===== config.mk =====
export PLATFORM = sky130hd
export DESIGN_NAME = wb_master
export DESIGN_NICKNAME = d
export VERILOG_FILES = /design/src/rtl/wb_pkg.sv /design/src/rtl/wb_watchdog.sv /design/src/rtl/wb_master.sv
export SDC_FILE = /design/constraint.sdc
export NUM_CORES = 1
export LEC_CHECK = 0
export CORE_UTILIZATION = 46
export DETAILED_ROUTE_END_ITERATION = 10
export PLACE_DENSITY = 0.82
export SLEW_MARGIN = 30
export SYNTH_ARGS = -nofsm -noshare
export SYNTH_HDL_FRONTEND = slang
export SYNTH_SLANG_ARGS = --single-unit
export TNS_END_PERCENT = 5

===== constraint.sdc =====
create_clock -name clk -period 2.4 [get_ports clk]
set_input_delay 0.24 -clock clk [delete_from_list [all_inputs] [get_ports clk]]
set_output_delay 0.24 -clock clk [all_outputs]
set_load 0.02 [all_outputs]

===== src/rtl/wb_pkg.sv =====
// Shared constants, state type and helpers for the Wishbone B3 initiator.
package wb_pkg;

    // Cycle type identifiers driven on cti_o
    localparam logic [2:0] CTI_CLASSIC = 3'b000;
    localparam logic [2:0] CTI_INCR    = 3'b010;
    localparam logic [2:0] CTI_EOB     = 3'b111;

    // Only linear bursts are issued
    localparam logic [1:0] BTE_LINEAR  = 2'b00;

    typedef enum logic [1:0] {
        IDLE  = 2'd0,
        BUS   = 2'd1,
        RETRY = 2'd2,
        DONE  = 2'd3
    } wbm_state_t;

    // Cycle type for a beat: classic for single transfers, end-of-burst
    // on the final beat of a burst, incrementing otherwise.
    function automatic logic [2:0] beat_cti(input logic is_burst, input logic is_last);
        logic [2:0] cti;
        if (!is_burst) begin
            cti = CTI_CLASSIC;
        end else if (is_last) begin
            cti = CTI_EOB;
        end else begin
            cti = CTI_INCR;
        end
        return cti;
    endfunction

endpackage


===== src/rtl/wb_watchdog.sv =====
// No-response watchdog: counts consecutive enabled cycles and flags expiry
// on the TIMEOUT-th one. A TIMEOUT of 0 removes the counter entirely.
module wb_watchdog
    import wb_pkg::*;
#(
    parameter int TIMEOUT = 64
) (
    input  logic clk,
    input  logic rst,
    input  logic clr_i,
    input  logic en_i,
    output logic expire_o
);

    generate
        if (TIMEOUT == 0) begin : g_off
            assign expire_o = 1'b0;
        end else begin : g_on
            localparam int CW = $clog2(TIMEOUT + 1);

            logic [CW-1:0] cnt_q;
            logic [CW-1:0] cnt_d;

            // Count only unbroken runs of enabled cycles; a clear or an idle cycle restarts
            always_comb begin
                cnt_d = cnt_q;
                if (clr_i || !en_i) begin
                    cnt_d = {CW{1'b0}};
                end else begin
                    cnt_d = cnt_q + {{(CW-1){1'b0}}, 1'b1};
                end
            end

            // Counter register
            always_ff @(posedge clk or negedge rst) begin
                if (!rst) begin
                    cnt_q <= {CW{1'b0}};
                end else begin
                    cnt_q <= cnt_d;
                end
            end

            // Expire in the cycle that would be the TIMEOUT-th silent one
            assign expire_o = en_i && !clr_i && (cnt_q == CW'(TIMEOUT - 1));
        end
    endgenerate

endmodule


===== src/rtl/wb_master.sv =====
// Wishbone B3 initiator: takes one command at a time, issues a single or
// linear incrementing burst, handles err/rty/ack with bounded retry and a
// no-response watchdog, streams read data and reports completion status.
module wb_master
    import wb_pkg::*;
#(
    parameter int AW        = 32,
    parameter int DW        = 32,
    parameter int LENW      = 8,
    parameter int MAX_RETRY = 3,
    parameter int TIMEOUT   = 64
) (
    input  logic            clk,
    input  logic            rst,
    // command port
    input  logic            cmd_valid,
    output logic            cmd_ready,
    input  logic            cmd_we,
    input  logic [AW-1:0]   cmd_adr,
    input  logic [DW/8-1:0] cmd_sel,
    input  logic [LENW-1:0] cmd_len,
    // write data stream
    input  logic            wdat_valid,
    output logic            wdat_ready,
    input  logic [DW-1:0]   wdat,
    // read data stream and status
    output logic            rd_valid,
    output logic [DW-1:0]   rd_dat,
    output logic            done,
    output logic            done_err,
    // Wishbone initiator side
    output logic [AW-1:0]   adr_o,
    output logic            stb_o,
    output logic            cyc_o,
    output logic [DW/8-1:0] sel_o,
    output logic            we_o,
    output logic [2:0]      cti_o,
    output logic [1:0]      bte_o,
    output logic [DW-1:0]   dat_o,
    input  logic [DW-1:0]   dat_i,
    input  logic            ack_i,
    input  logic            err_i,
    input  logic            rty_i
);

    localparam int SW = DW / 8;
    localparam int RW = $clog2(MAX_RETRY + 2);

    wbm_state_t      state_q,      state_d;
    logic [AW-1:0]   adr_q,        adr_d;
    logic [SW-1:0]   sel_q,        sel_d;
    logic            we_q,         we_d;
    logic [LENW-1:0] len_q,        len_d;
    logic [LENW-1:0] beat_q,       beat_d;
    logic [RW-1:0]   retry_q,      retry_d;
    logic            cyc_q,        cyc_d;
    logic            stb_q,        stb_d;
    logic [2:0]      cti_q,        cti_d;
    logic [DW-1:0]   dat_q,        dat_d;
    logic [DW-1:0]   rd_dat_q,     rd_dat_d;
    logic            rd_valid_q,   rd_valid_d;
    logic            wdat_ready_q, wdat_ready_d;
    logic            done_q,       done_d;
    logic            done_err_q,   done_err_d;

    logic            accept_s;
    logic            resp_live_s;
    logic            resp_any_s;
    logic            is_err_s;
    logic            is_rty_s;
    logic            is_ack_s;
    logic            last_beat_s;
    logic            wd_expire_s;

    assign cmd_ready   = rst && (state_q == IDLE);
    assign accept_s    = cmd_valid && cmd_ready;

    // Responses only count while a strobe is actually on the bus
    assign resp_live_s = (state_q == BUS) && stb_q;
    assign resp_any_s  = resp_live_s && (ack_i || err_i || rty_i);
    assign is_err_s    = resp_live_s && err_i;
    assign is_rty_s    = resp_live_s && !err_i && rty_i;
    assign is_ack_s    = resp_live_s && !err_i && !rty_i && ack_i;
    assign last_beat_s = (beat_q == len_q);

    wb_watchdog #(
        .TIMEOUT (TIMEOUT)
    ) u_watchdog (
        .clk      (clk),
        .rst      (rst),
        .clr_i    (resp_any_s),
        .en_i     (resp_live_s),
        .expire_o (wd_expire_s)
    );

    // Next-state and next-output logic for the transfer FSM
    always_comb begin
        state_d      = state_q;
        adr_d        = adr_q;
        sel_d        = sel_q;
        we_d         = we_q;
        len_d        = len_q;
        beat_d       = beat_q;
        retry_d      = retry_q;
        cyc_d        = cyc_q;
        stb_d        = stb_q;
        cti_d        = cti_q;
        dat_d        = dat_q;
        rd_dat_d     = rd_dat_q;
        rd_valid_d   = 1'b0;
        wdat_ready_d = 1'b0;
        done_d       = 1'b0;
        done_err_d   = 1'b0;

        case (state_q)
            IDLE: begin
                if (accept_s) begin
                    state_d = BUS;
                    we_d    = cmd_we;
                    adr_d   = cmd_adr;
                    sel_d   = cmd_sel;
                    len_d   = cmd_len;
                    beat_d  = {LENW{1'b0}};
                    retry_d = {RW{1'b0}};
                    cyc_d   = 1'b1;
                    cti_d   = beat_cti(cmd_len != {LENW{1'b0}}, cmd_len == {LENW{1'b0}});
                    if (cmd_we) begin
                        // A write strobe waits until its data word is present
                        stb_d = wdat_valid;
                        dat_d = wdat;
                    end else begin
                        stb_d = 1'b1;
                    end
                end else begin
                    state_d = IDLE;
                end
            end

            BUS: begin
                if (!stb_q) begin
                    // Write wait state; the word on wdat is stale while its
                    // consumption pulse is still out, so it is skipped then.
                    if (wdat_valid && !wdat_ready_q) begin
                        stb_d = 1'b1;
                        dat_d = wdat;
                    end else begin
                        stb_d = 1'b0;
                    end
                end else if (is_err_s) begin
                    state_d    = DONE;
                    cyc_d      = 1'b0;
                    stb_d      = 1'b0;
                    done_d     = 1'b1;
                    done_err_d = 1'b1;
                end else if (is_rty_s) begin
                    cyc_d = 1'b0;
                    stb_d = 1'b0;
                    if (retry_q >= RW'(MAX_RETRY)) begin
                        state_d    = DONE;
                        done_d     = 1'b1;
                        done_err_d = 1'b1;
                    end else begin
                        state_d = RETRY;
                        retry_d = retry_q + {{(RW-1){1'b0}}, 1'b1};
                    end
                end else if (is_ack_s) begin
                    if (we_q) begin
                        wdat_ready_d = 1'b1;
                    end else begin
                        rd_valid_d = 1'b1;
                        rd_dat_d   = dat_i;
                    end
                    if (last_beat_s) begin
                        state_d = DONE;
                        cyc_d   = 1'b0;
                        stb_d   = 1'b0;
                        done_d  = 1'b1;
                    end else begin
                        adr_d   = adr_q + AW'(SW);
                        beat_d  = beat_q + {{(LENW-1){1'b0}}, 1'b1};
                        retry_d = {RW{1'b0}};
                        cti_d   = beat_cti(1'b1, (beat_q + {{(LENW-1){1'b0}}, 1'b1}) == len_q);
                        // Reads continue back-to-back; writes refetch their next word
                        stb_d   = !we_q;
                    end
                end else if (wd_expire_s) begin
                    state_d    = DONE;
                    cyc_d      = 1'b0;
                    stb_d      = 1'b0;
                    done_d     = 1'b1;
                    done_err_d = 1'b1;
                end else begin
                    stb_d = 1'b1;
                end
            end

            RETRY: begin
                // Same beat and address; write data is still held in dat_q
                state_d = BUS;
                cyc_d   = 1'b1;
                stb_d   = 1'b1;
            end

            DONE: begin
                state_d = IDLE;
                cyc_d   = 1'b0;
                stb_d   = 1'b0;
            end

            default: begin
                state_d = IDLE;
                cyc_d   = 1'b0;
                stb_d   = 1'b0;
            end
        endcase
    end

    // State, command context and registered bus/status outputs
    always_ff @(posedge clk or negedge rst) begin
        if (!rst) begin
            state_q      <= IDLE;
            adr_q        <= {AW{1'b0}};
            sel_q        <= {SW{1'b0}};
            we_q         <= 1'b0;
            len_q        <= {LENW{1'b0}};
            beat_q       <= {LENW{1'b0}};
            retry_q      <= {RW{1'b0}};
            cyc_q        <= 1'b0;
            stb_q        <= 1'b0;
            cti_q        <= CTI_CLASSIC;
            dat_q        <= {DW{1'b0}};
            rd_dat_q     <= {DW{1'b0}};
            rd_valid_q   <= 1'b0;
            wdat_ready_q <= 1'b0;
            done_q       <= 1'b0;
            done_err_q   <= 1'b0;
        end else begin
            state_q      <= state_d;
            adr_q        <= adr_d;
            sel_q        <= sel_d;
            we_q         <= we_d;
            len_q        <= len_d;
            beat_q       <= beat_d;
            retry_q      <= retry_d;
            cyc_q        <= cyc_d;
            stb_q        <= stb_d;
            cti_q        <= cti_d;
            dat_q        <= dat_d;
            rd_dat_q     <= rd_dat_d;
            rd_valid_q   <= rd_valid_d;
            wdat_ready_q <= wdat_ready_d;
            done_q       <= done_d;
            done_err_q   <= done_err_d;
        end
    end

    assign adr_o      = adr_q;
    assign stb_o      = stb_q;
    assign cyc_o      = cyc_q;
    assign sel_o      = sel_q;
    assign we_o       = we_q;
    assign cti_o      = cti_q;
    assign bte_o      = BTE_LINEAR;
    assign dat_o      = dat_q;
    assign rd_valid   = rd_valid_q;
    assign rd_dat     = rd_dat_q;
    assign wdat_ready = wdat_ready_q;
    assign done       = done_q;
    assign done_err   = done_err_q;

endmodule


# ---- Yosys cells after proc, flatten, opt, wreduce, memory -nomap -nowiden
# Cells that the tools add are included.
dict set report word_totals {
  reg_bits 138
  in_bits 116
  wordCells 167
}
dict set report classes {
  n_addsub 4
  magnitude_cmp 1
  n_eq_ne 20
  n_mux 90
  n_bitwise 3
  n_reduce_logical 32
}
# operator n
set op_table {}
lappend op_table {{32-bit two-way mux} 10}
lappend op_table {{32-bit case mux with 2 select lines} 2}
lappend op_table {{3-bit two-way mux} 16}
lappend op_table {{8-bit two-way mux} 6}
lappend op_table {{1-bit two-way mux} 43}
lappend op_table {{32-bit by 3-bit adder with 32-bit output (second input constant)} 1}
lappend op_table {{8-bit equality test} 2}
lappend op_table {{2-bit inequality test (second input constant)} 8}
lappend op_table {{8-bit case mux with 2 select lines} 1}
lappend op_table {{7-bit AND reduction} 2}
lappend op_table {{1-bit logical AND} 12}
lappend op_table {{2-bit two-way mux} 6}
lappend op_table {{3-bit case mux with 2 select lines} 2}
lappend op_table {{3-bit inequality test (second input constant)} 3}
lappend op_table {{8-bit by 1-bit adder with 8-bit output (second input constant)} 1}
lappend op_table {{8-bit logical NOT} 1}
lappend op_table {{1-bit case mux with 4 select lines} 2}
lappend op_table {{2-bit case mux with 4 select lines} 1}
lappend op_table {{8-bit nonzero test} 1}
lappend op_table {{7-bit by 1-bit adder with 7-bit output (second input constant)} 1}
lappend op_table {{7-bit by 6-bit equality test with 1-bit output (second input constant)} 1}
lappend op_table {{7-bit two-way mux} 1}
lappend op_table {{1-bit logical NOT} 6}
lappend op_table {{6-bit AND reduction} 1}
lappend op_table {{other kinds (15)} 20}

# ---- Longest topological paths before layout
dict set report depth {
  depth_word 12
  depth_mapped 8
}

# ---- By module
# From an unflattened synthesis, not the netlist that was laid out.
dict set report unflattened {
  hier_cells 611
  hier_area_um2 6578.8
}
# module instances cells_per_inst area_each_um2 seq_area_each_um2
set by_module_without_submodules {}
lappend by_module_without_submodules {wb_master 1 582 6258.5 3253.1}
lappend by_module_without_submodules {wb_watchdog 1 29 320.3 175.2}

# ---- Worst setup path before layout
# No wires, ideal clock.
dict set report synth_timing {
  path_type {register to register}
  start {register state_q[1]}
  end {register beat_q[3]}
  setup_time_ns 0.118
  t_arrival_ns 1.971
  setup_slack_ns 0.311
  path_stages_with_launch 7
  path_cell_list {dfrtp_1 buf_2 nor3b_1 nand2_1 buf_4 mux2_2 a21o_1}
}
# item line
set synth_lines {}
lappend synth_lines {{from (decl)} wb_master.sv:49} ;# wbm_state_t state_q, state_d;
lappend synth_lines {{from (signal assigned)} wb_master.sv:238} ;# state_q <= state_d;
lappend synth_lines {{2-bit logical NOT} wb_master.sv:75} ;# assign cmd_ready = rst && (state_q == IDLE);
lappend synth_lines {{1-bit logical AND} wb_master.sv:75}
lappend synth_lines {{net cmd_ready} wb_master.sv:17} ;# output logic cmd_ready,
lappend synth_lines {{1-bit logical AND} wb_master.sv:76} ;# assign accept_s = cmd_valid && cmd_ready;
lappend synth_lines {{2-bit inequality test (no source line)} --}
lappend synth_lines {{7-bit AND reduction (no source line)} --}
lappend synth_lines {{to (signal assigned)} wb_master.sv:226} ;# beat_q <= {LENW{1'b0}};
lappend synth_lines {{to (signal assigned)} wb_master.sv:243} ;# beat_q <= beat_d;
lappend synth_lines {{to (decl)} wb_master.sv:54} ;# logic [LENW-1:0] beat_q, beat_d;
# The timed path passes the listed nets, and every way through them passes these cells.
# A chain may end at the register's enable or synchronous reset.

# ---- Final worst setup path
dict set report layout_timing {
  start {register beat_q[4]}
  end {register adr_q[17] (netlist: adr_o[17])}
}
dict set report layout_via {
  elab_chain_cells 3
}
# item line
set layout_lines {}
lappend layout_lines {{8-bit equality test} wb_master.sv:84} ;# assign last_beat_s = (beat_q == len_q);
lappend layout_lines {{2-bit inequality test (no source line)} --}
lappend layout_lines {{7-bit AND reduction (no source line)} --}
lappend layout_lines {{to (signal assigned)} wb_master.sv:222} ;# adr_q <= {AW{1'b0}};
lappend layout_lines {{to (signal assigned)} wb_master.sv:239} ;# adr_q <= adr_d;
lappend layout_lines {{to (decl)} wb_master.sv:50} ;# logic [AW-1:0] adr_q, adr_d;
# No other way between the ends.

==> metrics <==
status completed; Cells after Synth 593; post-layout util 0.6926; synthesized area per cell 10.98 um2; Worst Path Required 2.70 ns; Port Buffers 226; first-pass GRT wire length 30.95 mm; worst setup path class reg -> reg; post-synthesis register bit count 137; cell taking the most area after synthesis dfrtp_1; max cap viols 0; fill cell count 977; Starting DRT DRC Count 426; Post-DRT Antenna Nets 0; clk sinks 137; Die H 121.0 um; P_leak 4.008 nW; Syn. warnings 0; initial antenna violation count 0; CP Launch Type flip-flop; r2r startpoint beat_q[4]; die width 121.0 um; Multi-input gate area 2863 um2; Post-synth EDFFs 0; Post-Syn Area 6509 um2; post-route minimum period 2.337 ns; Area Growth Syn to Fin 47.14%; worst clock skew 0.008807 ns; top cells by count, synth 137 x dfrtp_1, 71 x nand2_1, 63 x mux2_2; htree depth 4; register area 3428 um2; vias in the first global route 5803; final setup vio count 0; Die Area 14630 um2; Remaining Overflow, GRT 0; Initial Util 0.4707; RD Place Congestion 0.9217; via/cell ratio 5.824; CTS Buffer Depth 2; element type at the critical path end flip-flop; Clock Latency Late Sink 0.42 ns; VDD IR max 0.0006889 V; Wirelength per Cell 19.93 um; library cells used by synthesis 63; DRC violations left 0; maximum clock frequency 427.9 MHz; n_diodes 0; sequential fraction of the synthesis area 0.5267; top post-synthesis cells by area dfrtp_1 53%, mux2_2 11%, nand2_1 4.1%, a21oi_1 2.5%, o22ai_1 1.8%; total iterations of the first detailed-routing run 5; core area 13830 um2; data arrival time of the critical path 2.64 ns; Post-Route WL 20.25 mm; Slew headroom 0.4098; Slew Viols, Final 0; clk root buf clkbuf_16; Clk pin slew, worst setup/hold paths 0.06 ns; share of layout cells above drive strength 1 0.1531; overall global routing resource usage 0.2791; Nets 946; maximum fanout along the worst path 15; post-CTS setup buffers 0; total negative slack 0 ns; pin count of the biggest net entering global routing 66; top cell type's share of synthesized area 0.5267; total number of vias 5917; Worst-Margin Slew 0.8821 ns; post-route clock period utilization 0.9738; most frequent cell after synthesis dfrtp_1; final-report hold violation count 0; Async SR Flop Fraction 1.000; top_reg_cell synth dfrtp_1; worst hold path type in -> async; RSZ-0062 raised after global routing false; Critical Path Start beat_q[4]; # rows 43; R2R setup slack 0.06 ns; cts bufs inserted 17; total power 12.80 mW; IO Pins 229; CTS tree built; HPWL Detailed 14.64 mm; power per standard cell area 1336 nW/um2
-- kinds of logic (layout without fill, tap and decap cells) --
| logic type | count (synthesis) | after routing | share of synthesized area |
|---|---|---|---|
| other | 1 | 2 | 0.0005761 |
| and+or+nand+nor | 185 | 185 | 0.1411 |
| adders and majority gates | 5 | 5 | 0.009612 |
| DFF | 137 | 137 | 0.5267 |
| xor gates and xnor gates | 21 | 21 | 0.02826 |
| buffers and inverters | 47 | 289 | 0.03710 |
| AOI/OAI and AO/OA | 127 | 127 | 0.1363 |
| muxes | 70 | 70 | 0.1203 |
-- path summary, 6_finish.rpt --
path | cells after the start | end
setup / recovery | 6 | adr_o[17]
hold / removal | 2 | done_err
setup reg to reg | 6 | adr_o[17]
hold reg to reg | 1 | u_watchdog.g_on.cnt_q[0]
max in group asynchronous | 4 | adr_o[30]
min in group clk | 3 | adr_o[0]
-- cell type report --
class | instances | area share
timing repair buffer | 253 | 0.2604
multi-input combinational | 410 | 0.2989
clock inverter | 8 | 0.01045
sequential | 137 | 0.3580
tap | 180 | 0.02352
inverter | 6 | 0.002352
clock buffer | 22 | 0.04638
-- timing repair --
item	4_1_cts	5_1_grt
gates resized for setup	0	0
endpoints found under the hold margin	15	0
hold buffers	1	0
endpoints found under the setup margin	0	3
-- critical path, cell delays in order (launching register included) --
cell and delay [ns]:
dfrtp_1 0.41, xor2_1 0.22, or4_4 0.56, o21ai_4 0.43, buf_4 0.29, a21oi_1 0.09, o22a_1 0.22
-- stage by stage --
stage                     hold WS [ns]  cell area (um2)  setup slack, ns  std cells
after global placement         0.08106             9022           0.1057        985
after detailed placement       0.08334             9022          0.07773        985
after CTS                       0.2609             9577          0.07088       1016
after floorplan               -0.05559             6513           0.3111        594
final                           0.2776             9577          0.06280       1016
after global routing            0.2644             9577          0.01774       1016
-- power breakdown --
group | leakage (nW) | switching (mW) | internal, mW
clock network | 0.252 | 0.944 | 1.51
registers | 1.69 | 0.839 | 3.30
logic | 2.07 | 3.19 | 3.02
total | 4.01 | 4.97 | 7.82
-- placed cells by master, fill, tap and decap left out, types with 7 or more instances in the layout --
cell and instances:
clkdlybuf4s50_1 225, dfrtp_1 137, nand2_1 71, mux2_2 63
a21oi_1 33, nor2_1 28, buf_4 24, o22ai_1 19
nand3_1 18, clkbuf_16 17, nor3_1 14, a31oi_1 13
xor2_1 11, xnor2_1 10, and4_1 9, nand4_1 9
and3_1 9, a22oi_1 9, a2bb2oi_1 9, nor4_1 7
-- sequential cells by signal, indices dropped and copies added, names as in the netlist --
signal	count
adr_o	32
beat_q	8
cti_o	2
cyc_o	1
dat_o	32
done	1
done_err	1
len_q	8
rd_dat	32
rd_valid	1
retry_q	3
sel_o	4
state_q	2
stb_o	1
u_watchdog.g_on.cnt_q	7
wdat_ready	1
we_o	1
-- metal layers --
layer  GRT usage  vias to the layer above  wire (um)
li1            -                     2653          -
met1      0.3456                     2935       8077
met2      0.4550                      263      10230
met3     0.06391                       66       1076
met4      0.1443                        0        862
met5           0                        -          0
(Power assumes the default switching activity.)
